[src/rtl/one_port_mem_if.sv]
// Single-port memory bus: shared address, write port and registered read data.
// Requester side is master, the memory itself is slave.
interface one_port_mem_if #(
   parameter int addressWidth = 5,
   parameter int width        = 8
);
   logic [addressWidth-1:0] address;
   logic                    readEnable;
   logic                    writeEnable;
   logic [width-1:0]        writeData;
   logic [width-1:0]        readData;

   modport master (
      output address, readEnable, writeEnable, writeData,
      input  readData
   );

   modport slave (
      input  address, readEnable, writeEnable, writeData,
      output readData
   );
endinterface

[src/rtl/one_port_mem.sv]
// Generic single-port synchronous RAM with column-mux organisation and registered read.
// Optional write-through on simultaneous read/write: define ONE_PORT_MEM_WRITE_THROUGH_EN.
module one_port_mem #(
   parameter int addresses = 32,
   parameter int width     = 8,
   parameter int muxFactor = 0
) (
   input logic           clk,
   input logic           reset,
   one_port_mem_if.slave bus
);
   localparam int addressWidth = (addresses > 1) ? $clog2(addresses) : 1;
   localparam int cols         = 1 << muxFactor;
   localparam int rows         = (addresses + cols - 1) / cols;
   localparam int rowBits      = (rows > 1) ? $clog2(rows) : 1;
   localparam int colBits      = (muxFactor > 0) ? muxFactor : 1;

   // Each physical row holds 2^muxFactor logical words side by side.
   logic [cols-1:0][width-1:0] mem [rows];

   logic [addressWidth-1:0]    address;
   logic [rowBits-1:0]         row;
   logic [colBits-1:0]         col;
   logic                       inRange;
   logic [cols-1:0][width-1:0] rowRd;
   logic [cols-1:0][width-1:0] rowWr;
   logic [width-1:0]           rdWord;
   logic [width-1:0]           readData;

   assign address = bus.address;
   assign inRange = ({1'b0, address} < (addressWidth + 1)'(addresses));
   assign row     = rowBits'(address >> muxFactor);
   assign col     = (muxFactor > 0) ? colBits'(address) : '0;

   assign rowRd   = mem[row];
   assign rdWord  = rowRd[col];

   // Read-modify-write: only the addressed column slice changes.
   always_comb begin
      rowWr      = rowRd;
      rowWr[col] = bus.writeData;
   end

   always_ff @(posedge clk) begin
      if (!reset && bus.writeEnable && inRange)
         mem[row] <= rowWr;
   end

   always_ff @(posedge clk) begin
      if (reset) begin
         readData <= '0;
      end else if (bus.readEnable) begin
`ifdef ONE_PORT_MEM_WRITE_THROUGH_EN
         if (bus.writeEnable)
            readData <= bus.writeData;
         else
            readData <= inRange ? rdWord : '0;
`else
         // A read colliding with a write is dropped; readData holds.
         if (!bus.writeEnable)
            readData <= inRange ? rdWord : '0;
`endif
      end
   end

   assign bus.readData = readData;
endmodule

[src/flat_wrapper.sv]
// flat-port wrapper written by rule: the top's interface ports become plain ports
module one_port_mem_flat 
#(
   parameter int addresses = 32,
   parameter int width     = 8,
   parameter int muxFactor = 0
)
  (clk, reset, bus_address, bus_readEnable, bus_writeEnable, bus_writeData, bus_readData);
  one_port_mem_if #(.addressWidth(5), .width(width)) bus_i ();
  input logic clk;
  input logic reset;
  input wire logic [$bits(bus_i.address)-1:0] bus_address;
  input wire logic [$bits(bus_i.readEnable)-1:0] bus_readEnable;
  input wire logic [$bits(bus_i.writeEnable)-1:0] bus_writeEnable;
  input wire logic [$bits(bus_i.writeData)-1:0] bus_writeData;
  output wire logic [$bits(bus_i.readData)-1:0] bus_readData;
  assign bus_i.address = bus_address;
  assign bus_i.readEnable = bus_readEnable;
  assign bus_i.writeEnable = bus_writeEnable;
  assign bus_i.writeData = bus_writeData;
  assign bus_readData = bus_i.readData;
  one_port_mem #(.addresses(addresses), .width(width), .muxFactor(muxFactor)) u_core (.clk(clk), .reset(reset), .bus(bus_i));
endmodule
[config.mk]
export PLATFORM = sky130hd
export DESIGN_NAME = one_port_mem_flat
export DESIGN_NICKNAME = d
export VERILOG_FILES = /design/src/rtl/one_port_mem_if.sv /design/src/rtl/one_port_mem.sv /design/src/flat_wrapper.sv
export SDC_FILE = /design/constraint.sdc
export NUM_CORES = 1
export LEC_CHECK = 0
export ABC_CLOCK_PERIOD_IN_PS = 2100
export CAP_MARGIN = 20
export CORE_MARGIN = 3
export CORE_UTILIZATION = 50
export DETAILED_ROUTE_END_ITERATION = 10
export PLACE_DENSITY = 0.77
export SLEW_MARGIN = 40
export SYNTH_ARGS = -nofsm -noshare
export SYNTH_HDL_FRONTEND = slang
export SYNTH_SLANG_ARGS = --single-unit
[constraint.sdc]
create_clock -name clk -period 2.1 [get_ports clk]
set_clock_uncertainty 0.2 [all_clocks]
set_input_delay 0.315 -clock clk [delete_from_list [all_inputs] [get_ports clk]]
set_output_delay 0.315 -clock clk [all_outputs]
set_load 0.005 [all_outputs]
==> results.toml <==
[clock_network]
tritoncts.num_buffers = 26
cts.htree.levels = 1
clock_pin_slew_on_the_worst_setup_and_hold_paths_ns = 0.07
clock-root-buffer = "clkbuf_16"
clock_latency_ns = 0.53
cts_setup_buffers = 0
cts_sinks = 264
tritoncts = "yes"
clock_path_buffers = 3

[critical_path]
worst-endpoint-arrival_ns = 2.28
flop2flop_setup_slack_ns = 0.07
critical_path.endpoint_type = "flip-flop"
critical_path.reg2reg.startpoint = "u_core.mem[12][3]$_DFFE_PP_"
path_class = "primary input to flip-flop"
worst_r2r_endpoint = "u_core.bus.readData[3]$_SDFFE_PP0P_"
worst_setup_path_start_kind = "primary input"
worst-path-max-fanout = 20
crit_required_ns = 2.33
r2r_cells = 4

[layout]
layout.core_utilization_pct = 63.0
diodes_inserted = 0
finish.net_count = 709
num-fill-cells = 1360
area_delta_synth_final_pct = 21.8
share_of_final_layout_standard_cells_stronger_than_drive_strength_1_pct = 30.9

[sta]
fin_ws_ns = 0.0490
final_report_hold_violation_count = 0
final-setup-viol-count = 0
final_min_period_over_clock_period_pct = 97.7
grt_setup_unrepaired = "false"
slew_headroom_pct = 72.2
worstMarginPinSlew_ns = 0.405
fmax_mhz = 488
fin_crit_ns = 2.05
final_max_slew_viol_count = 0

[run]
max-cap-violations = 0

[placed_design]
dp_slack_ns = -0.392
dp.final_hpwl_um = 16300
gpl.final_weighted_congestion = 0.933
portBuffers = 24

[floorplanning]
initial_core_utilization_pct = 51.7
fp.dieW_um = 152
dieHeight_um = 152
num_io_pins = 25
die_area_um2 = 23000
floorplan.rows = 52
design.core.area_um2 = 20500

[min_path]
hp-class = "primary input to flip-flop"
worst_hold_path.num_cells = 5
holdCritStartpoint = "bus_address[1]"
hold-path-endpoint = "u_core.bus.readData[5]$_SDFFE_PP0P_"

[route]
drtAntennaViolNets = 0
avgViaCountPerCell = 6.14
detail_route.wirelength_um = 25400
drt_drc_violations_left = 0
detailedRoute.firstPassIterationCount = 5
vias = 6031
routedWlPerCell_um = 25.9
drt_first_iter_violations = 758

[logic_synthesis]
synth_top_area_cell = "edfxtp_1"
synth_largest_type_area_fraction_pct = 72.6
synth-seq-cells = 264
synthTopCellsByArea = "edfxtp_1 73%, mux4_2 6.8%, mux2i_1 4.1%"
netlist_instances = 554
synth_nets = 571
sequential_area_share_after_synthesis_pct = 74.1
synth_ff_type = "edfxtp_1"
synth.cell_area_um2 = 10600
ys_async_sr_fraction_pct = 0
syn-mean-instance-area_um2 = 19.1
synth_unique_cells = 59
ys_warn_count = 0
synth_edf_count = 256

[pwr]
internal-power_mw = 9.09
fraction_of_power_consumed_by_sequential_logic_pct = 51.3
post-layout-total-power_mw = 11.4
static-leakage-power_nw = 4.40
power_per_cell_area_nw_per_um2 = 882
netSwitchingPower_mw = 2.29
switching_part_of_the_total_power_pct = 20.1
power.combinational.fraction_pct = 6.2
worst_ir_drop_vdd_uv = 524
part_of_the_total_power_dissipated_in_the_clock_network_pct = 42.4

[status]
status = "finished, final reports clean"

[global_route]
initial_antenna_violation_count = 0
grt_start_max_net_pins = 33
global_route_wire_length_before_repair_um = 38000
first_global_vias = 6034
grt.overflow.total = 0
grt.total_usage_pct = 22.7
==> per-stage QoR <==
stage / std cells / hold WS, ns / setup TNS [ns] / area [µm²]
after CTS: 982 / 0.270 / 0 / 12900
after detailed placement: 934 / 0.328 / -60.07 / 12000
after floorplan: 554 / 0.214 / -20.62 / 10600
final: 982 / 0.278 / 0 / 12900
after global placement: 934 / 0.320 / -52.68 / 12000
after global routing: 982 / 0.304 / 0 / 12900
==> power by group through the flow <==
stage          Clock [mW]  Sequential [mW]  Combinational (mW)
6_report             4.83             5.84               0.708
5_1_grt              5.06             5.84               0.748
4_1_cts              4.86             5.84               0.694
3_5_place_dp            0             5.95               0.686
3_3_place_gp            0             5.95               0.668
2_1_floorplan           0             5.94               0.343
==> cells in the mapped netlist, types with 3 or more instances <==
| cell type | instances |
|---|---|
| edfxtp_1 | 256 |
| mux2i_1 | 43 |
| nor2_1 | 42 |
| mux4_2 | 32 |
| buf_6 | 11 |
| o22ai_1 | 11 |
| clkbuf_1 | 9 |
| mux4_1 | 9 |
| buf_4 | 8 |
| dfxtp_1 | 8 |
| nand2_1 | 8 |
| o21ai_0 | 8 |
| a311oi_1 | 7 |
| nor2b_1 | 6 |
| a22o_1 | 5 |
| mux2_2 | 5 |
| nor3_1 | 5 |
| a21oi_1 | 4 |
| buf_2 | 4 |
| nand3_1 | 4 |
| nor3b_1 | 4 |
| nand3b_1 | 3 |
| nand4b_1 | 3 |
| nor4_1 | 3 |
| o221ai_1 | 3 |
| or3_1 | 3 |
==> state kept, by name (all words and copies together), names as in the netlist <==
register and flops:
u_core.bus.readData 8, u_core.mem 256
==> cells by family after synthesis <==
logic type	count (synthesis)	synth area share, %
AND/OR/NAND/NOR	104	5.40
multiplexers	89	13.6
flip-flops	264	74.1
AO/OA/AOI/OAI	60	4.10
buffers and inverters	37	2.81
==> cells in the final DEF (no fill, tap or decap), types with 3 or more instances in the layout <==
cell type,instances
buf_4,111
clkbuf_16,27
nor2_4,4
mux4_2,33
nand2_1,8
nor3_1,5
nor2b_1,6
clkinv_1,8
nand3b_1,3
mux4_1,8
clkbuf_1,3
nor2_1,32
a311oi_1,6
mux2i_1,43
clkinv_2,3
nand4b_1,3
nor2_2,6
or3_1,3
a22o_1,5
nor3b_1,4
clkdlybuf4s50_1,21
buf_12,12
nand3_1,4
bufinv_16,5
a21oi_1,4
o22ai_1,11
o21ai_0,8
mux2_2,5
edfxtp_1,256
dfxtp_1,8
==> cell type report <==
| type | instances | area, µm² | share of cell area [%] |
|---|---|---|---|
| clock inverter | 18 | 210 | 1.63 |
| timing repair buffer | 146 | 1300 | 10.1 |
| sequential | 264 | 7850 | 60.8 |
| multi-input combinational | 253 | 2510 | 19.5 |
| inverter | 1 | 3.75 | 0.0291 |
| tap | 270 | 338 | 2.62 |
| clock buffer | 30 | 687 | 5.32 |
==> worst max-delay path: stages <==
cell	delay [ns]
clkdlybuf4s50_1	0.47
buf_12	0.18
buf_4	0.17
or4_1	0.53
o22ai_1	0.24
nor3_1	0.10
a311oi_2	0.26
==> repair_timing <==
action | in CTS | in global routing
gates resized for setup | 0 | 6
hold buffers | 0 | 0
setup endpoints to repair | 0 | 4
==> routing by layer <==
metal  up-vias  routed length [µm]  part of all wire [%]  global-route usage [%]
met5         -                   0                     0                       0
met4         0                1060                   4.2                    8.58
met3        73                2530                    10                    5.68
met2       340               12200                    48                    35.7
met1      3065                9600                    38                    30.9
li1       2553                   -                     -                       -
==> worst max-delay path by stage <==
stage                         startpoint                                  end  slack (ns)  depth (start not counted)
after global placement    bus_address[0]  u_core.bus.readData[4]$_SDFFE_PP0P_       -0.32                          6
after global routing      bus_address[3]  u_core.bus.readData[5]$_SDFFE_PP0P_        0.01                          7
after CTS                 bus_address[3]  u_core.bus.readData[5]$_SDFFE_PP0P_        0.02                          7
final                     bus_address[3]  u_core.bus.readData[5]$_SDFFE_PP0P_        0.05                          7
after floorplan           bus_address[0]          u_core.mem[30][0]$_DFFE_PP_       -0.11                          6
after detailed placement  bus_address[2]  u_core.bus.readData[7]$_SDFFE_PP0P_       -0.39                          6
(Power assumes the default switching activity.)
